<file path="config.mk">
export PLATFORM = sky130hd
export DESIGN_NAME = clk_period_meter
export DESIGN_NICKNAME = d
export VERILOG_FILES = /design/src/rtl/clk_meter_pkg.sv /design/src/rtl/sync_edge_det.sv /design/src/rtl/clk_period_meter.sv
export SDC_FILE = /design/constraint.sdc
export NUM_CORES = 1
export LEC_CHECK = 0
export ABC_AREA = 1
export CORE_MARGIN = 4
export CORE_UTILIZATION = 60
export CTS_CLUSTER_SIZE = 24
export DETAILED_ROUTE_END_ITERATION = 12
export PLACE_DENSITY = 0.85
export SLEW_MARGIN = 40
export SYNTH_ARGS = -nofsm -noshare
export SYNTH_HDL_FRONTEND = slang
export SYNTH_HIERARCHICAL = 1
export SYNTH_SLANG_ARGS = --single-unit
</file>
<file path="constraint.sdc">
create_clock -name clk -period 4.4 [get_ports clk]
set_input_delay 1.32 -clock clk [delete_from_list [all_inputs] [get_ports clk]]
set_output_delay 1.32 -clock clk [all_outputs]
set_load 0.02 [all_outputs]
</file>
<file path="src/rtl/clk_meter_pkg.sv">
// clk_meter_pkg: shared types, defaults and helpers for the clock period meter
package clk_meter_pkg;

    typedef enum logic [1:0] {
        IDLE    = 2'd0,
        MEASURE = 2'd1,
        STUCK   = 2'd2
    } state_t;

    localparam int DEF_CNT_W   = 16;
    localparam int DEF_TIMEOUT = 1024;

    // Increment that sticks at max instead of wrapping; callers narrow the result
    function automatic logic [31:0] sat_inc(input logic [31:0] v, input logic [31:0] max);
        return (v == max) ? v : v + 32'd1;
    endfunction

endpackage

</file>
<file path="src/rtl/sync_edge_det.sv">
// sync_edge_det: multi-flop synchronizer with registered-delay edge detection
module sync_edge_det #(
    parameter int SYNC_STAGES = 2
) (
    input  logic clk,
    input  logic rst_n,
    input  logic d,
    output logic q,
    output logic rise,
    output logic fall
);

    logic [SYNC_STAGES-1:0] r_sync;
    logic                   r_d;

    // Shift the async input through the synchronizer chain and keep one cycle of history
    always_ff @(posedge clk or negedge rst_n) begin
        if (!rst_n) begin
            r_sync <= '0;
            r_d    <= 1'b0;
        end else begin
            r_sync <= {r_sync[SYNC_STAGES-2:0], d};
            r_d    <= r_sync[SYNC_STAGES-1];
        end
    end

    assign q    = r_sync[SYNC_STAGES-1];
    assign rise = q & ~r_d;
    assign fall = ~q & r_d;

endmodule

</file>
<file path="src/rtl/clk_period_meter.sv">
// clk_period_meter: measures period and high time of an async signal in clk cycles
module clk_period_meter
    import clk_meter_pkg::*;
#(
    parameter int CNT_W       = DEF_CNT_W,
    parameter int SYNC_STAGES = 2,
    parameter int TIMEOUT     = DEF_TIMEOUT
) (
    input  logic             clk,
    input  logic             rst_n,
    input  logic             en,
    input  logic             sig_in,
    output logic [CNT_W-1:0] period,
    output logic [CNT_W-1:0] high_time,
    output logic             meas_valid,
    output logic             stuck,
    output logic [CNT_W-1:0] meas_count
);

    localparam logic [CNT_W-1:0] CNT_MAX = '1;
    localparam logic [CNT_W-1:0] CNT_TO  = CNT_W'(TIMEOUT);
    localparam logic [CNT_W-1:0] CNT_ONE = CNT_W'(1);

    logic             w_sig_s;
    logic             w_rise;
    logic             w_fall;
    logic             w_high;
    logic [CNT_W-1:0] w_cnt_inc;
    logic [CNT_W-1:0] w_hcnt_inc;

    state_t           r_state;
    logic [CNT_W-1:0] r_cnt;
    logic [CNT_W-1:0] r_hcnt;
    logic [CNT_W-1:0] r_period;
    logic [CNT_W-1:0] r_high_time;
    logic [CNT_W-1:0] r_meas_count;
    logic             r_meas_valid;
    logic             r_stuck;

    sync_edge_det #(
        .SYNC_STAGES(SYNC_STAGES)
    ) u_sync (
        .clk  (clk),
        .rst_n(rst_n),
        .d    (sig_in),
        .q    (w_sig_s),
        .rise (w_rise),
        .fall (w_fall)
    );

    // High time accrues only while the synchronized signal sits high; the falling cycle is already low
    assign w_high     = w_sig_s & ~w_fall;
    assign w_cnt_inc  = CNT_W'(sat_inc(32'(r_cnt), 32'(CNT_MAX)));
    assign w_hcnt_inc = CNT_W'(sat_inc(32'(r_hcnt), 32'(CNT_MAX)));

    // Measurement FSM: arm on first rise, report each rise-to-rise interval, flag a silent input
    always_ff @(posedge clk or negedge rst_n) begin
        if (!rst_n) begin
            r_state      <= IDLE;
            r_cnt        <= '0;
            r_hcnt       <= '0;
            r_period     <= '0;
            r_high_time  <= '0;
            r_meas_count <= '0;
            r_meas_valid <= 1'b0;
            r_stuck      <= 1'b0;
        end else begin
            r_meas_valid <= 1'b0;
            if (!en) begin
                r_state <= IDLE;
                r_stuck <= 1'b0;
                r_cnt   <= '0;
                r_hcnt  <= '0;
            end else begin
                case (r_state)
                    IDLE: begin
                        r_cnt  <= w_rise ? CNT_ONE : '0;
                        r_hcnt <= w_rise ? CNT_ONE : '0;
                        if (w_rise) r_state <= MEASURE;
                    end
                    MEASURE: begin
                        if (w_rise) begin
                            r_period     <= r_cnt;
                            r_high_time  <= r_hcnt;
                            r_meas_valid <= 1'b1;
                            r_meas_count <= r_meas_count + CNT_ONE;
                            r_cnt        <= CNT_ONE;
                            r_hcnt       <= CNT_ONE;
                        end else if (r_cnt == CNT_TO) begin
                            r_state <= STUCK;
                            r_stuck <= 1'b1;
                        end else begin
                            r_cnt  <= w_cnt_inc;
                            r_hcnt <= w_high ? w_hcnt_inc : r_hcnt;
                        end
                    end
                    STUCK: begin
                        if (w_rise) begin
                            r_state <= MEASURE;
                            r_stuck <= 1'b0;
                            r_cnt   <= CNT_ONE;
                            r_hcnt  <= CNT_ONE;
                        end
                    end
                    default: begin
                        r_state <= IDLE;
                        r_stuck <= 1'b0;
                        r_cnt   <= '0;
                        r_hcnt  <= '0;
                    end
                endcase
            end
        end
    end

    assign period     = r_period;
    assign high_time  = r_high_time;
    assign meas_valid = r_meas_valid;
    assign stuck      = r_stuck;
    assign meas_count = r_meas_count;

endmodule

</file>
==> flow_results.org <==
** GRT
- For this run the aggregate overflow at the end of global routing stands at 0.
- Pin count of the biggest net entering global routing :: 88
- The number of antenna violations at the first check in global routing is 0.
- The first global-routing pass estimated 17700 um of wire.
- Total Routing Usage GR :: 24.9%
- The number of global-route vias before repair came to 3743.

** Final layout
- Fillers :: 541
- Cells with a size suffix above 1 make up 8.23% of the layout.
- Final Instance Count excl. Fillers :: 743
- After routing the design area is 5390 um^2.
- From synthesis to final layout, the design area changed by 17.4%.
- The number of antenna diodes in the final layout is 0.
- Final Net Count :: 647

** Critical path
- Critical Path Max Stage Delay :: 660 ps
- In this run the register-to-register setup slack is 2340 ps.
- The cell that appears most often on the critical path is sky130_fd_sc_hd__nand3_1.
- Arrival time at the worst endpoint :: 3320 ps
- Among all stages on the critical path, the largest delay is contributed by sky130_fd_sc_hd__clkdlybuf4s50_1.
- Worst setup path class :: input pin to flop
- In this run the critical register-to-register path is launched from u_sync/r_sync[1].
- Sort of element at the start of the critical path :: input pin
- The worst register-to-register path has a depth of 8.
- The most critical setup path has its endpoint at r_cnt[1].
- STA puts the critical path data required time at 4660 ps.
- Ordered list of cells on the worst path :: clkdlybuf4s50_1 -> inv_2 -> nor3_4 -> nand3_1 -> nand3_1 -> nand2_1 -> o21ai_0
- Endpoint of the worst-slack reg-to-reg timing path :: meas_count[12]
- In this run the worst path has a maximum fanout of 18.
- STA classifies the critical path endpoint as a flop.
- Setup crit start :: en

** Yosys
- Dividing the synthesized area by the synthesized cell count gives 7.77 um^2.
- After synthesis, the largest family of logic cells by area is simple AND/OR/NAND/NOR gates.
- Fraction of synthesized area in multiplexers :: 0%
- Share of the synthesized netlist area taken by xor and xnor gates :: 3.43%
- The most used flip-flop cell after synthesis is sky130_fd_sc_hd__dfrtp_1.
- In this run, synthesis inferred 0 flip-flops with an integrated enable.
- Counting flops with an async set or reset pin after synthesis yields a share of 100%.
- The number of nets handed over by synthesis was 599.
- Largest area contributor in the synthesized netlist :: sky130_fd_sc_hd__dfrtp_1
- Share of the synthesized area in the top cell type :: 47.4%
- Fraction of the mapped netlist area in adder cells :: 1.09%
- Synthesis instantiated 31 different standard cells from the library.
- By count the netlist is led by 173 x sky130_fd_sc_hd__nand2_1, 87 x sky130_fd_sc_hd__dfrtp_1, 65 x sky130_fd_sc_hd__nor2_1, 64 x sky130_fd_sc_hd__nand3_1, 50 x sky130_fd_sc_hd__inv_1.
- Flop and latch count out of synthesis :: 87
- Compound-gate portion of the synthesized area :: 7.00%
- Most repeated cell in the gate-level netlist after synthesis :: sky130_fd_sc_hd__nand2_1
- Yosys warnings :: 6
- Summing the sequential cell areas from Yosys gives 47.4% of the chip area.
- Post-Syn Instances :: 591
- Cell area after technology mapping :: 4590 um^2
- Simple-gate portion of the synthesized area :: 34.3%
- By area the synthesized netlist is led by sky130_fd_sc_hd__dfrtp_1 47%, sky130_fd_sc_hd__nand2_1 14%, sky130_fd_sc_hd__nand3_1 7.0%.

** Placed design
- RePlAce Congestion :: 0.872
- After detailed placement, the design holds a cell count of 727.
- Estimated wirelength of the detail-placed design :: 7540 um
- Port Buffer Count :: 53
- Cell Area, Placed :: 5160 um^2

** Timing
- Setup violations remaining at the end of the flow were counted as 0.
- The max-slew violation total from the final report was 0.
- Tightest Pin Transition :: 818 ps
- Counting I/O delays and the setup requirement, the final critical path takes 3050 ps.
- Number of hold-slack violations in the final timing report :: 0
- Maximum clock frequency :: 0.327 GHz
- Share of the clock period used by the worst path :: 69.4%
- The worst pin sits at a relative slew slack of 45.4%.
- The clock arrives with 12.6 ps of skew.
- In the final timing run, aggregate negative setup slack is 0 ps.
- Unrepaired setup endpoints after global routing :: no

** CTS
- The number of gates resized after CTS was 0.
- Clock tree from TritonCTS :: done
- The root buffer cell chosen for the clock tree is sky130_fd_sc_hd__clkbuf_8.
- After clock tree synthesis, the clock-pin slew on the worst setup and hold paths is 90 ps.
- In this run, CTS created clock tree buffers numbering 9.
- Post-CTS Hold Buffers :: 0
- Clock tree synthesis found a total of 87 sinks.
- Maximum count of clock buffers along a single path :: 2
- Maximum level of the CTS H-tree :: 3
- Count of buffers added by post-CTS timing repair for setup :: 0
- Clock insertion delay at the later pin of the skew report :: 360 ps

** Worst hold path
- Origin of the worst min-delay path :: u_sync/r_sync[0]
- The min-delay analysis places its worst path in the category flop to flop.

** Detailed routing
- The detailed router put a total of 4970 um of wire on met1.
- Met3 WL post-DR :: 733 um
- After the first detailed-routing iteration, the DRC count stood at 320.
- The detailed router used layers up to and including met4.
- The final route contains 4123 vias.
- Final routed wire length divided by cell count :: 14.3 um
- Drt drc :: 0
- The final layout contains routed wiring with a total length of 10600 um.
- Met2 wirelength from detailed routing :: 4770 um
- Number of routed nets with antenna violations :: 0
- Post-DR vias/cell :: 5.55
- 1st-pass router iterations :: 5

** Die
- Effective utilization at floorplan :: 62.6%
- Die boundary width :: 95.5 um
- IO Count :: 54
- The die covers 9110 um^2.
- The core region is 7330 um^2.
- Site row count :: 31
- From bottom edge to top edge, the die measures 95.5 um.

** Power and ir drop
- IR analysis of the VDD net gives a maximum drop of 0.253 mV.
- In this run the static leakage power is 0.00237 uW.
- Dividing total power by cell area gives a power density of 307 nW/um^2.

** Job
- The tool flagged a number of max-cap violations equal to 0.

** Status
- The run finished with clean final reports.
-- where the power goes --
group | internal, uW | leakage, uW | total (uW) | switching (uW)
clock | 327 | 0.000115 | 629 | 302
sequential | 823 | 0.00120 | 852 | 28.9
combinational | 59.4 | 0.00106 | 176 | 116
-- logic make-up (layout without fill, tap and decap cells) --
logic type | Yosys count | count (layout)
DFF | 87 | 87
xor gates and xnor gates | 18 | 18
and+or+nand+nor | 351 | 351
buffers and inverters | 73 | 126
adders and majority gates | 4 | 4
AOI/OAI and AO/OA | 58 | 58
-- cell type report --
class | count | area (um^2) | area share (%)
repair buffers | 56 | 557 | 10.3
clock buffers | 9 | 124 | 2.30
flip-flops and latches | 87 | 2180 | 40.4
inverters | 54 | 203 | 3.76
well taps | 99 | 124 | 2.30
multi-input cells | 431 | 2110 | 39.1
clock inverters | 7 | 100 | 1.86
-- worst min-delay path by stage --
stage | to | slack (ps) | depth (start not counted)
final | u_sync/r_sync[1] | 370 | 0
after global routing | u_sync/r_sync[1] | 370 | 0
after CTS | u_sync/r_sync[1] | 370 | 0
after detailed placement | u_sync/r_sync[1] | 340 | 0
after global placement | u_sync/r_sync[1] | 340 | 0
after floorplan | u_sync/r_sync[1] | 330 | 0
-- cell usage in the layout, fill, tap and decap left out --
| cell | Yosys | layout |
|---|---|---|
| sky130_fd_sc_hd__nor2_4 | 5 | 5 |
| sky130_fd_sc_hd__clkdlybuf4s50_1 | 0 | 52 |
| sky130_fd_sc_hd__nand3_4 | 1 | 1 |
| sky130_fd_sc_hd__buf_4 | 2 | 3 |
| sky130_fd_sc_hd__or2_2 | 2 | 2 |
| sky130_fd_sc_hd__nor2_2 | 6 | 7 |
| sky130_fd_sc_hd__o21ai_2 | 5 | 5 |
| sky130_fd_sc_hd__dfrtp_1 | 87 | 87 |
| sky130_fd_sc_hd__o22ai_2 | 1 | 1 |
| sky130_fd_sc_hd__xnor2_1 | 7 | 7 |
| sky130_fd_sc_hd__clkinv_2 | 0 | 1 |
| sky130_fd_sc_hd__xor2_1 | 11 | 11 |
| sky130_fd_sc_hd__nor3_4 | 1 | 1 |
| sky130_fd_sc_hd__nand2_2 | 1 | 1 |
| sky130_fd_sc_hd__ha_1 | 4 | 4 |
| sky130_fd_sc_hd__a21oi_1 | 3 | 3 |
| sky130_fd_sc_hd__nand4_2 | 1 | 1 |
| sky130_fd_sc_hd__o211ai_1 | 2 | 2 |
| sky130_fd_sc_hd__bufinv_16 | 0 | 2 |
| sky130_fd_sc_hd__inv_1 | 50 | 50 |
| sky130_fd_sc_hd__nand3_1 | 64 | 64 |
| sky130_fd_sc_hd__nor2_1 | 65 | 64 |
| sky130_fd_sc_hd__nand3_2 | 3 | 3 |
| sky130_fd_sc_hd__nand2_1 | 173 | 173 |
| sky130_fd_sc_hd__nand4_1 | 11 | 11 |
| sky130_fd_sc_hd__inv_2 | 4 | 4 |
| sky130_fd_sc_hd__nor3_1 | 16 | 16 |
| sky130_fd_sc_hd__clkbuf_8 | 0 | 10 |
| sky130_fd_sc_hd__o21ai_1 | 9 | 9 |
| sky130_fd_sc_hd__inv_6 | 0 | 4 |
| sky130_fd_sc_hd__nand2_4 | 2 | 2 |
| sky130_fd_sc_hd__o21ai_0 | 38 | 38 |
-- per-layer routing --
| metal | up-vias | track usage, % |
|---|---|---|
| met1 | 1931 | 36.0 |
| met3 | 15 | 3.47 |
| met5 | - | 0 |
| met4 | 0 | 8.77 |
| li1 | 1999 | - |
| met2 | 178 | 38.7 |
-- registers in the layout (all words and copies together), names as in the netlist --
| signal | flops |
|---|---|
| high_time | 16 |
| meas_count | 16 |
| meas_valid | 1 |
| period | 16 |
| r_cnt | 16 |
| r_hcnt | 16 |
| r_state | 2 |
| stuck | 1 |
| u_sync/r_d | 1 |
| u_sync/r_sync | 2 |
-- metrics by stage --
step | power (uW) | worst slack (ps) | hold slack, ps | utilization [%]
detailed placement | 1040 | 1010 | 336 | 70.4
floorplan | 964 | 2150 | 331 | -
CTS | 1670 | 1380 | 367 | 73.5
global route | 1730 | 1160 | 369 | 73.5
finish | 1660 | 1350 | 365 | 73.5
global placement | 1040 | 1030 | 339 | 70.4
-- worst max-delay path: cells and delay by family --
kind | cells | cell delay [ps]
AND/OR/NAND/NOR | 4 | 990
buffers and inverters | 2 | 910
AO/OA/AOI/OAI | 1 | 90
No activity file was read; power rests on OpenSTA's default activity.
